**config.mk**
```make
export PLATFORM = sky130hd
export DESIGN_NAME = instr_sequencer
export DESIGN_NICKNAME = d
export VERILOG_FILES = /design/src/rtl/instr_sequencer.sv
export SDC_FILE = /design/constraint.sdc
export NUM_CORES = 1
export LEC_CHECK = 0
export CAP_MARGIN = 20
export CORE_MARGIN = 3
export CORE_UTILIZATION = 55
export CTS_CLUSTER_DIAMETER = 200
export CTS_CLUSTER_SIZE = 40
export DETAILED_ROUTE_END_ITERATION = 16
export HOLD_SLACK_MARGIN = 0.12
export PLACE_DENSITY = 0.76
export SYNTH_ARGS = -nofsm -noshare
export SYNTH_HDL_FRONTEND = slang
export SYNTH_SLANG_ARGS = --single-unit
export TNS_END_PERCENT = 30
```
**constraint.sdc**
```tcl
create_clock -name CLK -period 5.1 [get_ports CLK]
set_input_delay 1.02 -clock CLK [delete_from_list [all_inputs] [get_ports CLK]]
set_output_delay 1.02 -clock CLK [all_outputs]
set_load 0.05 [all_outputs]
```
**src/rtl/instr_sequencer.sv**
```systemverilog
// Instruction sequencer: a circular instruction queue fed by the host, drained
// one word at a time into a downstream ALU datapath with a START/RDY handshake.
//
//   state     | meaning
//   ----------+------------------------------------------------------------
//   IDLE      | waiting for a queued instruction while the datapath is ready
//   ISSUE     | Instr is loaded; START pulses for this single cycle
//   WAIT_BUSY | waiting for the datapath to drop RDY, or for the timeout
//   WAIT_DONE | datapath busy; completion is RDY returning high
module instr_sequencer #(
  parameter int DEPTH        = 8,
  parameter int WAIT_TIMEOUT = 4
) (
  input  logic        CLK,
  input  logic        RST,
  input  logic        WrEn,
  input  logic [15:0] WrData,
  input  logic        Flush,
  output logic        Full,
  output logic        Empty,
  output logic [15:0] Instr,
  output logic        START,
  input  logic        RDY,
  output logic        Busy,
  output logic [7:0]  Count
);

  localparam int PTR_W = $clog2(DEPTH);
  localparam int OCC_W = PTR_W + 1;
  localparam int TMR_W = (WAIT_TIMEOUT > 2) ? $clog2(WAIT_TIMEOUT) : 1;
  localparam logic [TMR_W-1:0] TMR_LOAD = TMR_W'(WAIT_TIMEOUT - 1);
  localparam logic [OCC_W-1:0] OCC_FULL = OCC_W'(DEPTH);

  typedef enum logic [1:0] {
    IDLE      = 2'd0,
    ISSUE     = 2'd1,
    WAIT_BUSY = 2'd2,
    WAIT_DONE = 2'd3
  } state_t;

  state_t state;
  state_t nextState;

  logic [15:0]      mem [DEPTH];
  logic [PTR_W-1:0] wrPtr;
  logic [PTR_W-1:0] rdPtr;
  logic [OCC_W-1:0] occupancy;
  logic [TMR_W-1:0] timer;

  logic wrAccept;
  logic popReq;
  logic complete;

  // Full/Empty decode only the registered occupancy, so a same-cycle pop
  // never opens room for a write that arrives while the queue is full.
  assign Full     = (occupancy == OCC_FULL);
  assign Empty    = (occupancy == '0);
  assign wrAccept = WrEn && !Full;

  // START and Busy come straight from the state register; RDY only affects
  // the next state, never these outputs in the same cycle.
  assign START = (state == ISSUE);
  assign Busy  = (state != IDLE);

  // Queue storage; entries need no reset because the pointers define validity.
  always_ff @(posedge CLK) begin
    if (wrAccept && !Flush) begin
      mem[wrPtr] <= WrData;
    end
  end

  // Pointers and occupancy; Flush overrides any same-cycle write or pop.
  always_ff @(posedge CLK or posedge RST) begin
    if (RST) begin
      wrPtr     <= '0;
      rdPtr     <= '0;
      occupancy <= '0;
    end else if (Flush) begin
      wrPtr     <= '0;
      rdPtr     <= '0;
      occupancy <= '0;
    end else begin
      if (wrAccept) begin
        wrPtr <= wrPtr + PTR_W'(1);
      end
      if (popReq) begin
        rdPtr <= rdPtr + PTR_W'(1);
      end
      case ({wrAccept, popReq})
        2'b10:   occupancy <= occupancy + OCC_W'(1);
        2'b01:   occupancy <= occupancy - OCC_W'(1);
        default: occupancy <= occupancy;
      endcase
    end
  end

  // State register.
  always_ff @(posedge CLK or posedge RST) begin
    if (RST) begin
      state <= IDLE;
    end else begin
      state <= nextState;
    end
  end

  // Next-state decode plus the pop and completion strobes.
  always_comb begin
    nextState = state;
    popReq    = 1'b0;
    complete  = 1'b0;
    case (state)
      IDLE: begin
        // A flush in the same cycle empties the queue, so nothing is popped.
        if (!Empty && RDY && !Flush) begin
          popReq    = 1'b1;
          nextState = ISSUE;
        end
      end
      ISSUE: begin
        nextState = WAIT_BUSY;
      end
      WAIT_BUSY: begin
        if (!RDY) begin
          nextState = WAIT_DONE;
        end else if (timer == '0) begin
          complete  = 1'b1;
          nextState = IDLE;
        end
      end
      WAIT_DONE: begin
        if (RDY) begin
          complete  = 1'b1;
          nextState = IDLE;
        end
      end
      default: begin
        nextState = IDLE;
      end
    endcase
  end

  // Timeout down-counter: loaded during ISSUE, counts consecutive RDY-high
  // cycles in WAIT_BUSY; terminal count at zero marks completion.
  always_ff @(posedge CLK or posedge RST) begin
    if (RST) begin
      timer <= '0;
    end else if (state == ISSUE) begin
      timer <= TMR_LOAD;
    end else if ((state == WAIT_BUSY) && RDY && (timer != '0)) begin
      timer <= timer - TMR_W'(1);
    end
  end

  // Instruction register holds the popped word until the next pop.
  always_ff @(posedge CLK or posedge RST) begin
    if (RST) begin
      Instr <= 16'h0000;
    end else if (popReq) begin
      Instr <= mem[rdPtr];
    end
  end

  // Completion counter, wraps naturally at 8 bits.
  always_ff @(posedge CLK or posedge RST) begin
    if (RST) begin
      Count <= 8'd0;
    end else if (complete) begin
      Count <= Count + 8'd1;
    end
  end

endmodule

```
Yosys cells after proc, flatten, opt, wreduce, memory -nomap -nowiden
Memory sizes are Yosys's and may differ from the RTL's. A register that Yosys moved wholly into a read port is not among the register bits.
Cells that the tools add are included.
Widths: inputs -> output; s select.
{"block": "word_totals", "reg_bits": 22, "ramBits": 128, "in_bits": 21, "out_inout_bits": 28, "elab_cells": 62, "n_memories": 1}
{"block": "classes", "add_sub_neg": 6, "n_eq_ne": 9, "muxes": 21, "reduce_logical": 19}
{"memory": "mem", "depth": 8, "word_bits": 16, "rd": 1, "rd_clocked_by_memory_dff": 1, "write_ports": 1, "line_no": "44", "text": "logic [15:0] mem [DEPTH];"}
{"operator": "$mux 2", "count": 6}
{"operator": "$mux 3", "count": 4}
{"operator": "$reduce_bool 2->1", "count": 5}
{"operator": "$add 8x1->8 const B", "count": 1}
{"operator": "$pmux 2 s4", "count": 1}
{"operator": "$pmux 4 s2", "count": 1}
{"operator": "$mux 1", "count": 7}
{"operator": "$add 3x1->3 const B", "count": 2}
{"operator": "$eq 2x2->1 const B", "count": 3}
{"operator": "$logic_and 1x1->1", "count": 6}
{"operator": "$add 4x1->4 const B", "count": 1}
{"operator": "$eq 2x1->1 const B", "count": 2}
{"operator": "$eq 4x4->1 const B", "count": 1}
{"operator": "$logic_not 2->1", "count": 2}
{"operator": "$logic_not 4->1", "count": 1}
{"operator": "$mux 4", "count": 1}
{"operator": "$ne 2x2->1 const B", "count": 2}
{"operator": "$sub 4x1->4 const B", "count": 1}
{"operator": "$logic_not 1->1", "count": 3}
{"operator": "$ne 3x3->1 const B", "count": 1}
{"operator": "$reduce_and 3->1", "count": 1}
{"operator": "$reduce_bool 3->1", "count": 1}
{"operator": "$pmux 1 s2", "count": 1}
{"operator": "$sub 2x1->2 const B", "count": 1}

Logic depth before layout (Yosys ltp)
Gate-level depths: netlist (run 1).
{"block": "depth", "ltp_word": 9, "mapped_depth": 11, "depth_no_buf": 10}

Least setup slack after synthesis (run 1)
Ideal clock, no wire load.
{"block": "synth_path", "kind": "input port to flip-flop", "startpoint": "input port WrEn", "endpoint": "memory mem[0][0], enable pin", "setup_ns": 0.430, "t_arrival_ns": 3.001, "required_ns": 4.670, "setup_slack_ns": 1.669, "cell_stages": 3, "path_buffers": 0, "cell_sequence": "nor2b_1 > nand2b_1 > nor4_1"}
{"block": "synth_via", "elab_chain_len": 4}
{"element": "from (decl)", "line_no": "16", "text": "input logic WrEn,"}
{"element": "$logic_and 1x1->1", "line_no": "58", "text": "assign wrAccept = WrEn && !Full;"}
{"element": "$logic_and 1x1->1", "line_no": "67", "text": "if (wrAccept && !Flush) begin"}
{"element": "$mux 1", "line_no": "67"}
{"element": "$mux 1 (implied by the code)", "line_no": "68", "text": "mem[wrPtr] <= WrData;"}
{"element": "to (decl)", "line_no": "44"}
Every way passes these cells.

Worst setup path in the final report (run 1)
{"block": "layout_path", "startpoint": "input port Flush", "endpoint": "register occupancy[3]"}
{"block": "layout_via", "elab_chain_len": 7, "elab_cells_between_ends": 9, "classes_between": "2 x eq/ne; 4 x mux; 3 x reduce/logical"}
{"element": "from (decl)", "line_no": "18", "text": "input logic Flush,"}
{"element": "$logic_not 1->1", "line_no": "114", "text": "if (!Empty && RDY && !Flush) begin"}
{"element": "$logic_and 1x1->1", "line_no": "114"}
{"element": "$mux 1", "line_no": "114"}
{"element": "$mux 1", "line_no": "111", "text": "case (state)"}
{"element": "$eq 2x1->1 / $eq 2x2->1 (equally long branches)", "line_no": "89", "text": "case ({wrAccept, popReq})"}
{"element": "$pmux 4 s2", "line_no": "89"}
{"element": "$mux 4", "line_no": "78", "text": "end else if (Flush) begin"}
{"element": "to (signal assigned)", "line_no": "90", "text": "2'b10: occupancy <= occupancy + OCC_W'(1);"}
{"element": "to (signal assigned)", "line_no": "91", "text": "2'b01: occupancy <= occupancy - OCC_W'(1);"}
{"element": "to (signal assigned)", "line_no": "92", "text": "default: occupancy <= occupancy;"}
{"element": "to (decl)", "line_no": "47", "text": "logic [OCC_W-1:0] occupancy;"}
Several ways; a longest one is shown, not always the timed one.
A chain may end at the register's enable or synchronous reset.

==> results.md, run 1 <==
- Status: finished clean
- Internal: 2507 uW
- Ys flop type: edfxtp_1
- Routed wire length per instance: 20.75 um
- # rows: 39
- Yosys warning count: 0
- Largest net degree at the start of global routing: 39
- Vias in the first global route: 3427
- Reg area: 0.004797 mm^2
- Slew Limit Fails: 0
- Overall die height: 115.2 um
- Global Route Usage Sum: 19.90%
- Seq pwr share: a little under half
- First-pass GRT wire length: 18980 um
- Slack of the critical path: 1.813 ns
- Total Neg Setup Slack: 0 ns
- Clock Power Share: 32.3%
- Worst-Margin Slew: 0.9270 ns
- Synth cell types: 37
- CTS root buf: clkbuf_16
- Initial detailed-routing violation count: 358
- Routed Antenna Nets: 0
- Die area: 0.01326 mm^2
- Worst path arrival time: 3.56 ns
- Post-synth EDFFs: 128
- # setup viols final: 0
- Combinational share of power: 21.5%
- R2R cell count: 10
- Post-CTS Hold Buffers: 0
- Crit share post-route: 64.46%
- Post-synth top area cell: edfxtp_1
- Worst Hold Path Cells: 2
- Crit path launch type: input port
- Post-cts sizing count: 0
- Area growth, synth to finish: 19.19%
- CP max FO: 16
- Routability cong.: slightly below 0.8
- Sequential share of the synthesized area: around three quarters
- Detailed-route via count: 3379
- Minimum clock period: 3.287 ns
- VDD IR max: 0.0003597 V
- Share of cells above drive strength 1: 19.36%
- TritonRoute pass-1 iters: 4
- Hold endpoint: Instr[15]
- FILL cells: 753
- #FFs+latches synth: 166
- Area contributors post-synth: edfxtp_1 (59%), dfrtp_1 (15%), mux4_2 (11%)
- Total chip power: 3599 uW
- Design Area, Final: between 0.007 and 0.008 mm^2
- Max Cap Viol: 0
- Slew headroom: 37.85%
- Longest Clk Path Bufs: 2
- Post-Syn Area: 0.006554 mm^2
- Antenna fix cells: 0
- Switching share of total power: between 30% and 40%
- H-tree levels: 4
- TritonCTS clock tree: yes
- I/O pin cnt: just under 50
- Post-CTS setup repair buffer count: 0
- Final nets: 454
- CP Class: input port to flop
- Crit path capture type: flop
- CTS clock-pin slew for the worst setup and hold paths: 0.06 ns
- Residual DRC count: 0
- Sw power: 1092 uW
- Worst skew pair latency: 0.42 ns
- Syn nets: 392
- Commonest cells post-synth: edfxtp_1 (128), dfrtp_1 (38), mux4_2 (32), nand2_1 (32), o21ai_0 (19)
- Antenna violations before repair: 0
- Startpoint of the worst register-to-register path: occupancy[0]
- Pre-CTS WS: approximately 1.4 ns
- Core area: 0.01152 mm^2
- Worst Clk Skew: 0.009381 ns
- Post-Syn Area per Cell: ~18 um^2
- Fin util: 67.83%
- Hpwl dp: approximately 6800 um
- Met2 GRT Util: 31.02%
- Die extent in x: 115.2 um
- Reg2reg end: occupancy[3]
- Min-delay src: Instr[15]
- Maximum clock rate: 304.2 MHz
- WP data required: 5.38 ns
- Routed WL: ~12000 um
- Post-synth top area share: 58.65%
- Multi-input logic area: between 0.0015 and 0.002 mm^2
- Pwr per Cell Area: 460.7 mW/mm^2
- IO Port Bufs: 48
- CTS Sinks: 166
- Min-delay worst type: flop to flop
- Final hold vios: 0
- Inserted Clock Buffers: 17
- Initial Util: 56.91%
- R2R Setup Slk: 2.38 ns
- Global Route met3 Usage: 6.000%
- Static Leak: 0.002747 uW
- Most common cell in the netlist: edfxtp_1
- Unrepaired setup endpoints after global routing: no
- DR vias/cell: 5.806
- M1 GR Usage: 26.58%
- Total gr overflow: 0
- Global routing's busiest layer: met2
- Cell Area, Placed: ~0.0073 mm^2
- Async SR Flop Fraction: a little under a quarter
- Cells after synthesis: 364
-- flip-flops by register name, indices dropped and copies added (netlist names) --
register / cells
Count: 8
Instr: 16
mem: 128
occupancy: 4
rdPtr: 3
state: 2
timer: 2
wrPtr: 3
-- layer usage --
layer	wire, um	vias up	share of wire, %
met5	0	-	0
met3	648	19	5.4
li1	-	1537	-
met1	5082	1721	42
met2	6133	102	51
met4	210	0	1.7
-- worst max-delay path, cell delays in order --
cell and delay [ns]:
clkdlybuf4s50_1 0.83, and4bb_4 0.30, nand2_1 0.08, clkinv_1 0.14
ha_1 0.30, a21o_1 0.18, a21oi_1 0.23, a211o_1 0.17
a2bb2oi_1 0.20, o31ai_1 0.11
-- per-stage QoR --
step	hold slack, ns	instances
2_1_floorplan	0.5060	364
4_1_cts	0.4838	582
5_1_grt	0.4954	582
3_3_place_gp	0.4636	549
3_5_place_dp	0.4700	550
6_report	0.4783	582
-- area by class of cell --
cell class / count / share of cell area, %
multi-input combinational: 174 / 21.38
tap: 143 / 2.291
timing repair buffer: 60 / 7.560
clock inverter: 13 / 1.217
sequential: 166 / 61.41
clock buffer: 19 / 5.798
inverter: 7 / 0.3364
-- logic make-up after synthesis --
group                    synth area share (%)
AO/OA/AOI/OAI                           3.246
XOR/XNOR                                1.336
adder cells (fa/ha/maj)                 1.451
buffers and inverters                   1.546
flip-flops                              73.16
multiplexers                            14.09
AND/OR/NAND/NOR                         5.173
-- cells in the final DEF (no fill, tap or decap), types with 5 or more instances in the layout --
master             n
a21oi_1            7
buf_4             11
clkbuf_16         17
clkdlybuf4s50_1   48
clkinv_2           5
dfrtp_1           36
edfxtp_1         128
ha_1               6
inv_1              6
mux2i_1           18
mux4_2            32
nand2_1           32
nand3_1            5
nor2_1            15
o21ai_0           19
xnor2_1            6
-- power groups by stage --
stage	sequential (uW)	combinational, uW	clock [uW]
3_5_place_dp	1690	781	0
2_1_floorplan	1920	281	0
3_3_place_gp	1680	767	0
6_report	1660	774	1160
4_1_cts	1660	784	1190
5_1_grt	1680	826	1250
-- worst max-delay path by stage --
stage,start,slack (ns),cells past startpoint,to
5_1_grt,Flush,1.66,10,occupancy[3]
3_5_place_dp,Flush,1.44,10,occupancy[3]
2_1_floorplan,WrEn,1.67,3,mem[0][0]
3_3_place_gp,Flush,1.59,10,occupancy[3]
4_1_cts,Flush,1.84,10,occupancy[3]
6_report,Flush,1.81,10,occupancy[3]
(Power assumes the default switching activity.)
==> run 2: changes to the inputs <==
- CORE_UTILIZATION: 55 -> 52
- PLACE_DENSITY: 0.76 -> 0.75
- clock period: 5.1 -> 2.7 ns (I/O delays scaled with it)
==> results.md, run 2 (synthesis results as in run 1) <==
- Status: finished clean
- Final nets: 467 (+2.9%)
- Inserted Clock Buffers: 17 (unchanged)
- Unrepaired setup endpoints after global routing: no
- Multi-input logic area: 0.001692 mm^2 (+1.3%)
- Largest net degree at the start of global routing: 39 (unchanged)
- VDD IR max: 0.0008904 V (+150%)
- Share of cells above drive strength 1: 21.46% (+2.1 points)
- Slack of the critical path: 0.2037 ns (-1.609 ns)
- Biggest regs: mem x128, Instr x16, Count x8
- CTS root buf: clkbuf_16
- FILL cells: 803 (+6.6%)
- Antenna violations before repair: 0 (unchanged)
- Post-CTS Hold Buffers: 0 (unchanged)
- CP cell instances: nor4_4, and4bb_4, nand2_1, clkinv_1, ha_1, a21o_1, a21oi_2, a211o_1, a2bb2oi_1, o31ai_1
- First-pass GRT wire length: 18940 um (-0.18%)
- CP max FO: 5 (-11)
- Routed WL: 11930 um (-1.2%)
- Minimum clock period: 2.496 ns
- Core area: 0.01216 mm^2 (+5.6%)
- Crit path launch type: flop
- Routed Antenna Nets: 0 (unchanged)
- # setup viols final: 0 (unchanged)
- Hpwl dp: 7408 um (+8.3%)
- Die area: 0.01399 mm^2 (+5.5%)
- CTS Sinks: 166 (unchanged)
- Static Leak: 0.002868 uW (+4.4%)
- Crit share post-route: 92.45%
- TritonCTS clock tree: yes
- Residual DRC count: 0 (unchanged)
- CP Class: flop to flop
- Commonest non-fill, non-tap cells in the layout: edfxtp_1 (128), clkdlybuf4s50_1 (46), dfrtp_1 (37), mux4_2 (32), nand2_1 (32)
- Final hold vios: 0 (unchanged)
- Initial detailed-routing violation count: 243 (-32%)
- Slew headroom: 63.15% (+25 points)
- Global Route Usage Sum: 18.25% (-1.6 points)
- Pre-CTS WS: 0.02803 ns (-1.416 ns)
- Maximum clock rate: between 400 and 500 MHz
- Total gr overflow: 0 (unchanged)
- CTS clock-pin slew for the worst setup and hold paths: 0.06 ns (about the same)
- Worst-Margin Slew: 0.5528 ns (-0.3742 ns)
- TritonRoute pass-1 iters: 5 (+1)
- Pwr per Cell Area: 884.0 mW/mm^2 (+92%)
- Crit path capture type: flop
- Largest register FFs: 128 (unchanged)
- Crit-path max cell delay: 0.47 ns (-0.36 ns)
- # rows: 40 (+2.6%)
- Vias in the first global route: 3515 (+2.6%)
- CP max stage cell: dfrtp_1
- Longest Clk Path Bufs: 2 (unchanged)
- I/O pin cnt: 49 (unchanged)
- Worst path arrival time: 2.80 ns (-0.76 ns)
- Routed wire length per instance: 19.25 um (-7.2%)
- Initial Util: 53.89% (-3.0 points)
- H-tree levels: 4 (unchanged)
- Die extent in x: 118.3 um (+2.7%)
- Max Cap Viol: 0 (unchanged)
- Worst skew pair latency: 0.42 ns (about the same)
- Total chip power: 7139 uW (+98%)
- Slew Limit Fails: 0 (unchanged)
- IO Port Bufs: 48 (unchanged)
- Min-delay worst type: flop to flop
- Overall die height: 118.3 um (+2.7%)
- Worst Clk Skew: 0.006993 ns (-0.002388 ns)
- Fin util: 66.40% (-1.4 points)
- Area growth, synth to finish: 23.21%
- Commonest non-fill, non-tap cell in the layout: edfxtp_1
- Total Neg Setup Slack: 0 ns (unchanged)
- Largest Register: mem
- Routability cong.: 0.7379 (-4.1%)
- Worst Hold Margin: 0.4680 ns (-0.01037 ns)
- Detailed-route via count: 3400 (+0.62%)
- WP data required: 3.00 ns (-2.38 ns)
- DR vias/cell: 5.484 (-5.5%)
- Reg area: 0.004796 mm^2 (about the same)
- Antenna fix cells: 0 (unchanged)
run 2: report_power, final:
| part | switching (uW) | internal (uW) | total (uW) |
|---|---|---|---|
| clock | 923 | 1590 | 2510 |
| sequential | 184 | 2960 | 3150 |
| combinational | 916 | 566 | 1480 |
run 2: stage by stage:
step                cell area (um^2)  cells
floorplan                       6569    364
global placement                7438    588
detailed placement              7438    588
CTS                             8069    620
global route                    8075    620
finish                          8075    620
run 2: routing by layer:
metal	part of all wire (%)	up-vias	wire (um)	track usage (%)
met3	4.8	11	568	5.646
met4	0.96	0	115	6.667
met5	0	-	0	0
li1	-	1563	-	-
met1	42	1750	4983	23.33
met2	53	76	6267	29.69
run 2: path summary, 6_finish.rpt:
path / startpoint / end / slack (ns) / cells after the start
setup / recovery: occupancy[0] / occupancy[3] / 0.20 / 10
hold / removal: Count[7] / Count[7] / 0.47 / 1
setup reg to reg: occupancy[0] / occupancy[3] / 0.20 / 10
hold reg to reg: Count[7] / Count[7] / 0.47 / 1
max in group asynchronous: RST / rdPtr[0] / 1.73 / 3
min in group asynchronous: RST / Instr[9] / 0.56 / 3
run 2: what timing repair did:
action                                 CTS  global route
setup endpoints to repair                1             2
endpoints found under the hold margin    0             0
buffers inserted                         0             0
cloned                                   0             0
gates resized for setup                  1             2
pin swaps                                0             0
run 2: worst max-delay path: cells and delay by family, from the launching register on:
family / cells / cell delay [ns]
adder cells (fa/ha/maj): 1 / 0.31
AND/OR/NAND/NOR: 3 / 0.68
AO/OA/AOI/OAI: 5 / 0.76
flip-flops: 1 / 0.47
buffers and inverters: 1 / 0.15
run 2: layout make-up:
class / count / share of cell area [%]
multi-input combinational: 174 / 20.95
clock buffer: 19 / 5.609
inverter: 7 / 0.3254
clock inverter: 13 / 2.216
timing repair buffer: 73 / 8.909
tap: 168 / 2.603
sequential: 166 / 59.39
